$ cat src/rtl/dcache_controller.sv
// Direct-mapped write-back data cache between an 8-bit CPU port and a 32-bit block memory.
// Misses stall the CPU while the FSM writes back a dirty victim and refills the line.
module dcache_controller #(
    parameter int NUM_BLOCKS = 8,
    parameter int ADDR_W     = 8,
    parameter int CNT_W      = 16
) (
    input  logic              CLK,
    input  logic              RESET,
    input  logic              READ,
    input  logic              WRITE,
    input  logic [ADDR_W-1:0] ADDRESS,
    input  logic [7:0]        WRITEDATA,
    output logic [7:0]        READDATA,
    output logic              BUSYWAIT,
    output logic              MEM_READ,
    output logic              MEM_WRITE,
    output logic [ADDR_W-3:0] MEM_ADDRESS,
    output logic [31:0]       MEM_WRITEDATA,
    input  logic [31:0]       MEM_READDATA,
    input  logic              MEM_BUSYWAIT,
    output logic [CNT_W-1:0]  HIT_COUNT,
    output logic [CNT_W-1:0]  MISS_COUNT
);

    localparam int INDEX_W = $clog2(NUM_BLOCKS);
    localparam int TAG_W   = ADDR_W - INDEX_W - 2;

    typedef enum logic [1:0] {IDLE, WBACK, FETCH, UPDATE} state_t;

    state_t state, state_nx;

    logic [31:0]           data [NUM_BLOCKS];
    logic [TAG_W-1:0]      tags [NUM_BLOCKS];
    logic [NUM_BLOCKS-1:0] valid;
    logic [NUM_BLOCKS-1:0] dirty;
    logic [31:0]           fill_q;
    logic [7:0]            rd_q;
    logic                  refill_done;

    logic [INDEX_W-1:0] idx;
    logic [TAG_W-1:0]   tag;
    logic [1:0]         off;
    logic               req;
    logic               hit;
    logic               serve;
    logic [7:0]         sel_byte;

    assign idx      = ADDRESS[INDEX_W+1:2];
    assign tag      = ADDRESS[ADDR_W-1:INDEX_W+2];
    assign off      = ADDRESS[1:0];
    assign req      = READ | WRITE;
    assign hit      = valid[idx] && (tags[idx] == tag);
    assign serve    = (state == IDLE) && req && hit;
    assign sel_byte = data[idx][{off, 3'b000} +: 8];
    assign BUSYWAIT = req && !((state == IDLE) && hit);
    assign READDATA = serve ? sel_byte : rd_q;

    always_comb begin
        state_nx      = state;
        MEM_READ      = 1'b0;
        MEM_WRITE     = 1'b0;
        MEM_ADDRESS   = '0;
        MEM_WRITEDATA = '0;
        unique case (state)
            IDLE: begin
                if (req && !hit)
                    state_nx = dirty[idx] ? WBACK : FETCH;
            end
            WBACK: begin
                MEM_WRITE     = 1'b1;
                MEM_ADDRESS   = {tags[idx], idx};
                MEM_WRITEDATA = data[idx];
                if (!MEM_BUSYWAIT)
                    state_nx = FETCH;
            end
            FETCH: begin
                MEM_READ    = 1'b1;
                MEM_ADDRESS = ADDRESS[ADDR_W-1:2];
                if (!MEM_BUSYWAIT)
                    state_nx = UPDATE;
            end
            UPDATE: state_nx = IDLE;
            default: state_nx = IDLE;
        endcase
    end

    always_ff @(posedge CLK or posedge RESET) begin
        if (RESET) begin
            state       <= IDLE;
            valid       <= '0;
            dirty       <= '0;
            fill_q      <= '0;
            rd_q        <= '0;
            refill_done <= 1'b0;
            HIT_COUNT   <= '0;
            MISS_COUNT  <= '0;
        end else begin
            state <= state_nx;
            if (state == FETCH && !MEM_BUSYWAIT)
                fill_q <= MEM_READDATA;
            if (state == UPDATE) begin
                valid[idx]  <= 1'b1;
                dirty[idx]  <= 1'b0;
                refill_done <= 1'b1;
            end
            if (state == IDLE)
                refill_done <= 1'b0;
            // the access that caused a refill already counted as a miss
            if (serve) begin
                rd_q <= sel_byte;
                if (WRITE)
                    dirty[idx] <= 1'b1;
                if (!refill_done && HIT_COUNT != '1)
                    HIT_COUNT <= HIT_COUNT + CNT_W'(1);
            end
            if (state == IDLE && req && !hit && MISS_COUNT != '1)
                MISS_COUNT <= MISS_COUNT + CNT_W'(1);
        end
    end

    always_ff @(posedge CLK) begin
        if (state == UPDATE) begin
            data[idx] <= fill_q;
            tags[idx] <= tag;
        end else if (serve && WRITE) begin
            data[idx][{off, 3'b000} +: 8] <= WRITEDATA;
        end
    end

endmodule

$ cat config.mk
export PLATFORM = sky130hd
export DESIGN_NAME = dcache_controller
export DESIGN_NICKNAME = d
export VERILOG_FILES = /design/src/rtl/dcache_controller.sv
export SDC_FILE = /design/constraint.sdc
export NUM_CORES = 1
export LEC_CHECK = 0
export BUFFER_PORTS_ARGS = -buffer_cell sky130_fd_sc_hd__buf_4
export CORE_MARGIN = 3
export CORE_UTILIZATION = 25
export CTS_CLUSTER_SIZE = 40
export DETAILED_ROUTE_END_ITERATION = 8
export SLEW_MARGIN = 20
export SYNTH_ARGS = -nofsm -noshare
export SYNTH_HDL_FRONTEND = slang
export SYNTH_SLANG_ARGS = --single-unit
export TNS_END_PERCENT = 30
$ cat constraint.sdc
create_clock -name CLK -period 2.7 [get_ports CLK]
set_input_delay 0.27 -clock CLK [delete_from_list [all_inputs] [get_ports CLK]]
set_output_delay 0.27 -clock CLK [all_outputs]
set_load 0.02 [all_outputs]
After elaboration in Yosys (flattened, before gate mapping)
Memories as Yosys holds them, arrays and structs flattened. Index checks and enable logic that the tools add are counted. W data, S select, Z words.

Memories kept: 2. Bits in latches: 0. Memory bits (read-only): 0. Input bits: 53. Word-level logic and storage cells: 142. Memory bits (writable): 280. Output and inout bits: 81. Bits in registers: 91.

Memory list: data (depth 8, width 32, read ports 1, clocked after memory_dff 0, write ports 1, RTL line 33) `logic [31:0] data [NUM_BLOCKS];`; tags (depth 8, width 3, read ports 1, clocked after memory_dff 0, write ports 1, RTL line 34) `logic [TAG_W-1:0] tags [NUM_BLOCKS];`.

Reductions and logical operators: 20. Divide/modulo/power cells: 0. Shifts and indexed selects: 3. Mux-type cells: 58. Add/subtract/negate cells: 3. Magnitude comparators: 2. Eq/ne operators: 9. $mul: 0. Bitwise gates (word level): 37.

Operators with widths (count): $mux W32 (2); $mux W1 (43); $or A1 B1 Y1 (33); $add A16 B1 Y16 const B (2); $mux W8 (4); $ne A16 B16 Y1 const B (2); $shift A8 B7 Y32 const A (1); $shiftx A32 B6 Y8 (1); $shiftx A8 B7 Y32 (1); $or A8 B8 Y8 (2); $logic_and A1 B1 Y1 (12); $pmux W6 S2 (1); $and A8 B8 Y8 (1); $mux W2 (4); $not A8 Y8 (1); $pmux W2 S4 (1); $neg A5 Y7 (1); $bmux W1 S3 (2); $eq A2 B2 Y1 const B (2); $logic_not A1 Y1 (4); $lt A3 B4 Y1 const B (1); $ne A2 B2 Y1 const B (2); $demux W1 S3 (1); $eq A3 B3 Y1 (1); other kinds (7) (7).

Depth between registers and ports, before layout
Gate-level depths: netlist of run 1.

Depth in word-level cells: 10. Mapped depth: 12. Gate-level depth less buffers: 9.

Worst setup path before layout of run 1
Ideal clock, no wire load.

Path kind: input port to flip-flop. Start point: input ADDRESS[2]. End point: memory data[0][10], enable pin. Setup time: 0.370 ns. Setup slack: -0.121 ns. Buffers on the path: 3. Data arrival time: 2.451 ns. Cell stages on the path: 10. Data required time: 2.330 ns. Cells stage by stage: buf_6 -> buf_6 -> mux2i_1 -> o22ai_1 -> or3_1 -> a211o_1 -> nor3_4 -> buf_4 -> a31oi_2 -> nor2_1.

Longest elaborated chain between the ends: 9. Elaborated cells between the ends (all ways): 11. Those cells by class: 1 x eq/ne; 5 x mux; 1 x bitwise; 3 x reduce/logical; 1 x memory.

Ends and longest elaborated chain: from (decl) (RTL line 12) `input logic [ADDR_W-1:0] ADDRESS,`; $mem_v2 Z8 W3 or $bmux W1 S3 (tied branches); $eq A3 B3 Y1 or $mux W1 (tied branches) (RTL line 53) `assign hit = valid[idx] && (tags[idx] == tag);`; $logic_and A1 B1 Y1 (RTL line 53); $logic_and A1 B1 Y1 (RTL line 54) `assign serve = (state == IDLE) && req && hit;`; $logic_and A1 B1 Y1 (RTL line 126) `end else if (serve && WRITE) begin`; $mux W1 (RTL line 126); $mux W1 (RTL line 123) `if (state == UPDATE) begin`; $mux W32 (implied by the code) (RTL line 127) `data[idx][{off, 3'b000} +: 8] <= WRITEDATA;`; $or A1 B1 Y1 (no source line); to (decl) (RTL line 33).

Parallel ways exist; a longest one is shown, timed or not. The select of a mux whose other input is x is not followed.

Worst setup path after layout of run 1
Start point: memory tags[1][2] in the netlist's numbering. End point: output READDATA[2].

Longest elaborated chain between the ends: 5.

Ends and longest elaborated chain: from (decl) (RTL line 34); $mem_v2 Z8 W3; $eq A3 B3 Y1 (RTL line 53); $logic_and A1 B1 Y1 (RTL line 53); $logic_and A1 B1 Y1 (RTL line 54); $mux W8; to (decl) (RTL line 14) `output logic [7:0] READDATA,`.

No other way between the ends.

==> metrics.md, run 1 <==
| Metric | Value |
|---|---|
| Run status | `finished, violations left` |
| Violated checks | `negative setup slack` |
| Drt drc | `0` |
| Register area share after synthesis | `67.0%` |
| CTS buffer count | `39` |
| Dominant cell type by area after synthesis | `edfxtp_1` |
| Initial Util | `25.5%` |
| Final worst path period share | `119%` |
| Row cnt | `91` |
| PnR worst setup slack | `-0.512 ns` |
| Distinct cell type count after synthesis | `64` |
| Number of global-route vias before repair | `10900` |
| Die H | `259 µm` |
| Mapped cell area | `15900 µm²` |
| Peak supply drop | `0.465 mV` |
| Total track usage | `14.0%` |
| Drt initial violations | `907` |
| Sequential share of power | `42.5%` |
| Worst setup EP type | `primary output` |
| Clock transition at path regs | `0.06 ns` |
| Most common cell after layout, fill and taps aside | `buf_4` |
| DR vias | `10900` |
| Highest Clock Rate | `0.311 GHz` |
| Max-Slew Margin vs Limit | `57.2%` |
| Clk sinks | `371` |
| Post-route ant nets | `0` |
| Least-Margin Pin Slew | `0.636 ns` |
| Highest-count cells in the layout ignoring fill and taps | `buf_4 (316), edfxtp_1 (280), nand2_1 (95), dfrtp_1 (91), mux2i_1 (59)` |
| Clock share of power | `30.1%` |
| Post-DP HPWL | `35000 µm` |
| EDFF count, synth | `280` |
| Pwr/cell area | `833 nW/µm²` |
| Layout cells sized above 1 | `35.0%` |
| WP data arrival | `2.94 ns` |
| Worst Path Required | `2.43 ns` |
| Clk_lat worst skew | `0.53 ns` |
| Initial antenna violation count | `0` |
| Placed cells | `2242` |
| Mean Syn Cell Area | `14.3 µm²` |
| Post-Synthesis Cells | `1112` |
| Worst Setup Start Kind | `flip-flop` |
| Combinational Power Share | `27.4%` |
| CTS Root Cell | `clkbuf_16` |
| Area Growth Syn to Fin | `35.9%` |
| Fin nets | `1559` |
| Die Area | `66800 µm²` |
| Switching Fraction | `29.7%` |
| Post-layout min period | `3.21 ns` |
| Area of the core | `62400 µm²` |
| Psw | `0.00537 W` |
| CTS tree | `done` |
| Syn Nets | `1177` |
| Slew Limit Fails | `0` |
| Int Pwr | `0.0127 W` |
| Top-area cell type share of the netlist area | `52.7%` |
| Drt via density | `4.64` |
| First-pass GRT wire length | `70500 µm` |
| Hold Path Class | `input pin to flip-flop` |
| Placer Congestion | `0.872` |
| Synth Register Bits | `371` |
| Final hold vios | `0` |
| H-Tree Level Count | `2` |
| Routed length per instance | `20.2 µm` |
| Async S/R FF share, synth | `24.5%` |
| IO buf count | `133` |
| Global route overflow | `0` |
| Largest net degree at the start of global routing | `54` |
| Setup Skew | `0.0155 ns` |
| Final non-filler cell total | `2359` |
| Setup violators final | `527` |
| Hold WS | `0.0170 ns` |
| Synth Flop Type | `edfxtp_1` |
| Synth top area cells | `edfxtp_1 (53%), dfrtp_1 (14%), mux4_2 (4.8%)` |
| Die width | `259 µm` |
| Top-level I/O count | `134` |
| Clock Tree Buf Depth | `3` |
| Total wire length | `47700 µm` |
| Pleak | `8.33 nW` |
| Unrepaired setup endpoints after global routing | `yes` |
| First-pass DRT Iterations | `5` |
| Crit Path Max Fanout | `6` |
| Yosys warns | `0` |
| Critical path type | `flip-flop to primary output` |
| Max_cap viols | `0` |
| Final Total Pwr | `0.0181 W` |
| # diodes | `0` |
## stage by stage
stage	cell area [µm²]	worst slack, ns	setup TNS [ns]	utilization [%]
finish	21700	-0.512	-103.67	34.7
global route	21700	-0.593	-148.83	34.7
CTS	21400	-0.575	-30.13	34.4
detailed placement	19400	-0.616	-66.31	31.2
global placement	19400	-0.583	-52.66	31.2
floorplan	15900	-0.121	-23.65	-
## cells in the mapped netlist, types with 7 or more instances
cell type / count
edfxtp_1: 280
nand2_1: 95
dfrtp_1: 91
mux2i_1: 73
nor2_1: 66
o21ai_0: 53
inv_1: 46
mux4_2: 34
a221oi_1: 31
clkbuf_1: 30
nor2b_1: 29
mux2_2: 24
a21oi_1: 23
buf_2: 19
nand3_1: 16
and2_1: 15
xnor2_1: 15
xor2_1: 15
o22ai_1: 13
a22oi_1: 12
ha_1: 12
nor3_1: 12
and3_1: 10
nand4_1: 9
nand2b_1: 7
## worst paths after layout
check / startpoint / end / slack (ns) / cells after the start
worst min-delay path: ADDRESS[6] / tags[0][1] / 0.02 / 1
worst max-delay path: tags[1][2] / READDATA[2] / -0.51 / 12
min in group asynchronous: RESET / fill_q[12] / 0.39 / 3
max in group asynchronous: RESET / dirty[2] / 1.62 / 4
worst max register to register: tags[1][2] / data[4][0] / -0.34 / 13
worst min register to register: valid[7] / valid[7] / 0.47 / 1
## timing repair
action | 4_1_cts | 5_1_grt
pin swaps | 4 | 7
hold buffers | 33 | 0
setup buffers | 10 | 6
setup endpoints to repair | 362 | 532
resized for setup | 71 | 39
hold endpoints to repair | 70 | 0
## metal layers
metal | GRT usage [%] | part of all wire [%] | vias to the layer above | wire, µm
met2 | 22.5 | 46 | 409 | 22200
met3 | 2.05 | 6.6 | 77 | 3160
met1 | 19.5 | 44 | 5515 | 21000
li1 | - | - | 4946 | -
met5 | 0 | 0 | - | 0
met4 | 4.45 | 2.9 | 0 | 1360
## flip-flops by register name (all words and copies together), names as in the netlist
signal	cells
valid	8
data	256
MISS_COUNT	16
fill_q	32
HIT_COUNT	16
tags	24
rd_q	8
refill_done	1
state	2
dirty	8
## power by group through the flow
stage	combinational (W)	sequential, W	clock [W]
2_1_floorplan	0.00228	0.00777	0
3_3_place_gp	0.00441	0.00777	0
3_5_place_dp	0.00452	0.00779	0
4_1_cts	0.00481	0.00768	0.00555
5_1_grt	0.00532	0.00775	0.00580
6_report	0.00494	0.00768	0.00544
## final cells by class
| class | instances | area [µm²] |
|---|---|---|
| timing repair buffer | 400 | 3360 |
| sequential | 371 | 10700 |
| tap | 837 | 1050 |
| fill | 6120 | 40700 |
| clock inverter | 19 | 244 |
| clock buffer | 50 | 1060 |
| inverter | 49 | 186 |
| multi-input combinational | 633 | 5090 |
## worst max-delay path, stage by stage (launching register included)
cell,delay [ns]
edfxtp_1,0.37
mux2i_1,0.17
o22ai_1,0.10
or3_1,0.36
a211o_1,0.31
buf_6,0.14
nor4_4,0.25
buf_12,0.19
buf_8,0.12
buf_4,0.12
buf_4,0.10
a21oi_2,0.06
buf_6,0.13
## kinds of logic after synthesis
logic type / share of synthesized area, %
multiplexers: 11.3
buffers and inverters: 2.97
XOR/XNOR: 1.65
adder cells (fa/ha/maj): 0.942
flip-flops: 67.0
AO/OA/AOI/OAI: 7.03
AND/OR/NAND/NOR: 9.06
Note: power is estimated with default switching activity, not from simulation.
==> inputs of run 2 (changes only) <==
--- a/config.mk
+++ b/config.mk
@@ -5,7 +5,7 @@
 export SDC_FILE = /design/constraint.sdc
 export NUM_CORES = 1
 export LEC_CHECK = 0
-export BUFFER_PORTS_ARGS = -buffer_cell sky130_fd_sc_hd__buf_4
+export BUFFER_PORTS_ARGS = -buffer_cell sky130_fd_sc_hd__buf_2
 export CORE_MARGIN = 3
 export CORE_UTILIZATION = 25
 export CTS_CLUSTER_SIZE = 40
==> constraint.sdc (replaced) <==
create_clock -name CLK -period 3.4 [get_ports CLK]
set_input_delay 0.34 -clock CLK [delete_from_list [all_inputs] [get_ports CLK]]
set_output_delay 0.34 -clock CLK [all_outputs]
set_load 0.02 [all_outputs]
==> metrics.md, run 2 (synthesized netlist as in run 1, its figures left out) <==
| Metric | Value |
|---|---|
| Unrepaired setup endpoints after global routing | `yes` |
| Post-DP HPWL | `33900 µm (-3.2%)` |
| Switching Fraction | `30.1% (+0.31 points)` |
| Crit-path cells | `mux2i_1 > o22ai_1 > or3_1 > a211o_1 > buf_4 > nor4_4 > buf_6 > buf_12 > nor2_1 > a31oi_1 > buf_4` |
| Crit path top cell by count | `buf_4` |
| Row cnt | `91 (unchanged)` |
| Drt drc | `0 (unchanged)` |
| Run status | `finished, final reports clean` |
| Global route overflow | `0 (unchanged)` |
| Slew Limit Fails | `0 (unchanged)` |
| Fillers | `6235 (+1.9%)` |
| Pwr/cell area | `698 nW/µm² (-16%)` |
| Area of the core | `62400 µm² (unchanged)` |
| Setup violators final | `0 (-100%)` |
| Pleak | `7.57 nW (-9.1%)` |
| GRT busiest layer | `met2` |
| Fin nets | `1418 (-9.0%)` |
| Least-Margin Pin Slew | `0.971 ns (+0.335 ns)` |
| Clock transition at path regs | `0.06 ns (about the same)` |
| Peak supply drop | `0.299 mV (-36%)` |
| Number of global-route vias before repair | `10600 (-2.6%)` |
| Worst setup EP type | `primary output` |
| Area Growth Syn to Fin | `23.7%` |
| GR Util met1 | `19.1% (-0.40 points)` |
| Fin util | `31.6% (-3.1 points)` |
| Highest Clock Rate | `0.299 GHz` |
| First-pass GRT wire length | `69300 µm (-1.8%)` |
| Biggest register | `data` |
| CTS tree | `done` |
| Max reg flops | `256 (unchanged)` |
| Int Pwr | `0.00963 W (-24%)` |
| Critical path type | `flip-flop to primary output` |
| Final worst path period share | `98.4%` |
| Most common cell after layout, fill and taps aside | `edfxtp_1` |
| Crit path max-delay family | `buffers and inverters` |
| Hold Path Class | `input pin to flip-flop` |
| IO buf count | `133 (unchanged)` |
| H-Tree Level Count | `2 (unchanged)` |
| Placer Congestion | `0.914 (+4.8%)` |
| Top-level I/O count | `134 (unchanged)` |
| Largest stage delay, worst path | `0.38 ns (about the same)` |
| CTS Root Cell | `clkbuf_16` |
| Clk_lat worst skew | `0.54 ns (about the same)` |
| CTS buffer count | `38 (-2.6%)` |
| Total wire length | `47100 µm (-1.4%)` |
| Largest regs | `data x256, fill_q x32, tags x24` |
| Clock Tree Buf Depth | `3 (unchanged)` |
| Combinational Power Share | `24.3% (-3.1 points)` |
| Die H | `259 µm (unchanged)` |
| WP data arrival | `3.00 ns (+0.06 ns)` |
| Final hold vios | `0 (unchanged)` |
| Max-Slew Margin vs Limit | `35.3% (-22 points)` |
| DR vias | `10500 (-4.2%)` |
| Clk sinks | `371 (unchanged)` |
| Die width | `259 µm (unchanged)` |
| Highest-count cells in the layout ignoring fill and taps | `edfxtp_1 (280), buf_2 (128), buf_4 (124), nand2_1 (95), dfrtp_1 (91)` |
| Initial Util | `25.5% (unchanged)` |
| Sequential share of power | `44.3% (+1.8 points)` |
| Max_cap viols | `0 (unchanged)` |
| Worst path slowest cell | `edfxtp_1` |
| Worst Setup Start Kind | `flip-flop` |
| GRT met3 Usage | `3.25% (+1.2 points)` |
| Initial antenna violation count | `3 (+3)` |
| Clock share of power | `31.4% (+1.3 points)` |
| First-pass DRT Iterations | `7 (+2)` |
| Drt via density | `4.72 (+1.8%)` |
| Setup Skew | `0.0229 ns (+0.00741 ns)` |
| Layout cells sized above 1 | `28.5% (-6.5 points)` |
| Final setup TNS | `0 ns (+103.67 ns)` |
| Crit Path Max Fanout | `7 (+1)` |
| Largest net degree at the start of global routing | `72 (+33%)` |
| Worst Path Required | `3.06 ns (+0.63 ns)` |
| Worst Path Buf+Inv | `4 (-2)` |
| Total track usage | `13.8% (-0.19 points)` |
| Die Area | `66800 µm² (unchanged)` |
| Psw | `0.00414 W (-23%)` |
| Routed length per instance | `21.2 µm (+4.9%)` |
| Post-layout min period | `3.34 ns` |
| Post-route ant nets | `0 (unchanged)` |
| Drt initial violations | `1152 (+27%)` |
| Met2 GRT Util | `21.3% (-1.2 points)` |
-- run 2: path summary, 6_finish.rpt --
| check | endpoint | start | slack [ns] | cells past startpoint |
|---|---|---|---|---|
| worst max-delay path | READDATA[6] | tags[1][2] | 0.06 | 11 |
| worst min-delay path | fill_q[5] | MEM_READDATA[5] | 0.02 | 3 |
| worst max register to register | data[6][16] | tags[1][2] | 0.46 | 9 |
| worst min register to register | valid[6] | valid[6] | 0.46 | 1 |
| max in group asynchronous | dirty[4] | RESET | 2.49 | 3 |
| min in group asynchronous | MISS_COUNT[4] | RESET | 0.03 | 2 |
-- run 2: worst min-delay path, stage by stage --
cell and delay (ns):
buf_2 0.08, nand2_1 0.04, o21ai_0 0.06
-- run 2: what timing repair did --
| action | CTS | global route |
|---|---|---|
| gates resized for setup | 7 | 6 |
| setup buffers | 1 | 0 |
| endpoints found under the hold margin | 1 | 0 |
| setup endpoints to repair | 6 | 7 |
| hold buffers | 1 | 0 |
| pin swaps | 1 | 0 |
-- run 2: final cells by class --
class,count,area (µm²),area share (%)
Sequential cell,371,10700,54.2
Clock inverter,20,229,1.16
Clock buffer,48,1060,5.38
Timing Repair Buffer,260,1700,8.60
Multi-Input combinational cell,633,4820,24.4
Antenna cell,1,2.50,0.0127
Tap cell,837,1050,5.31
Inverter,49,186,0.945
-- run 2: power groups by stage --
stage / Combinational (W) / Sequential (W) / Clock (W)
finish: 0.00334 / 0.00610 / 0.00432
global route: 0.00365 / 0.00615 / 0.00458
CTS: 0.00335 / 0.00610 / 0.00441
detailed placement: 0.00332 / 0.00619 / 0
global placement: 0.00325 / 0.00618 / 0
floorplan: 0.00181 / 0.00617 / 0
-- run 2: through the flow --
| stage | hold WS, ns | worst slack (ns) | power, W | instance area (µm²) | instances |
|---|---|---|---|---|---|
| global route | 0.0266 | -0.0545 | 0.0144 | 19700 | 2218 |
| floorplan | 0.429 | 0.509 | 0.00798 | 15900 | 1112 |
| global placement | 0.446 | -0.229 | 0.00942 | 18400 | 2148 |
| finish | 0.0185 | 0.0551 | 0.0138 | 19700 | 2219 |
| CTS | 0.00315 | 0.0320 | 0.0139 | 19700 | 2218 |
| detailed placement | 0.450 | -0.180 | 0.00951 | 18400 | 2148 |
-- run 2: layer usage --
| metal | part of all wire, % | up-vias |
|---|---|---|
| met5 | 0.068 | - |
| met4 | 3.1 | 4 |
| met3 | 9.2 | 85 |
| met2 | 45 | 519 |
| met1 | 42 | 5214 |
| li1 | - | 4662 |
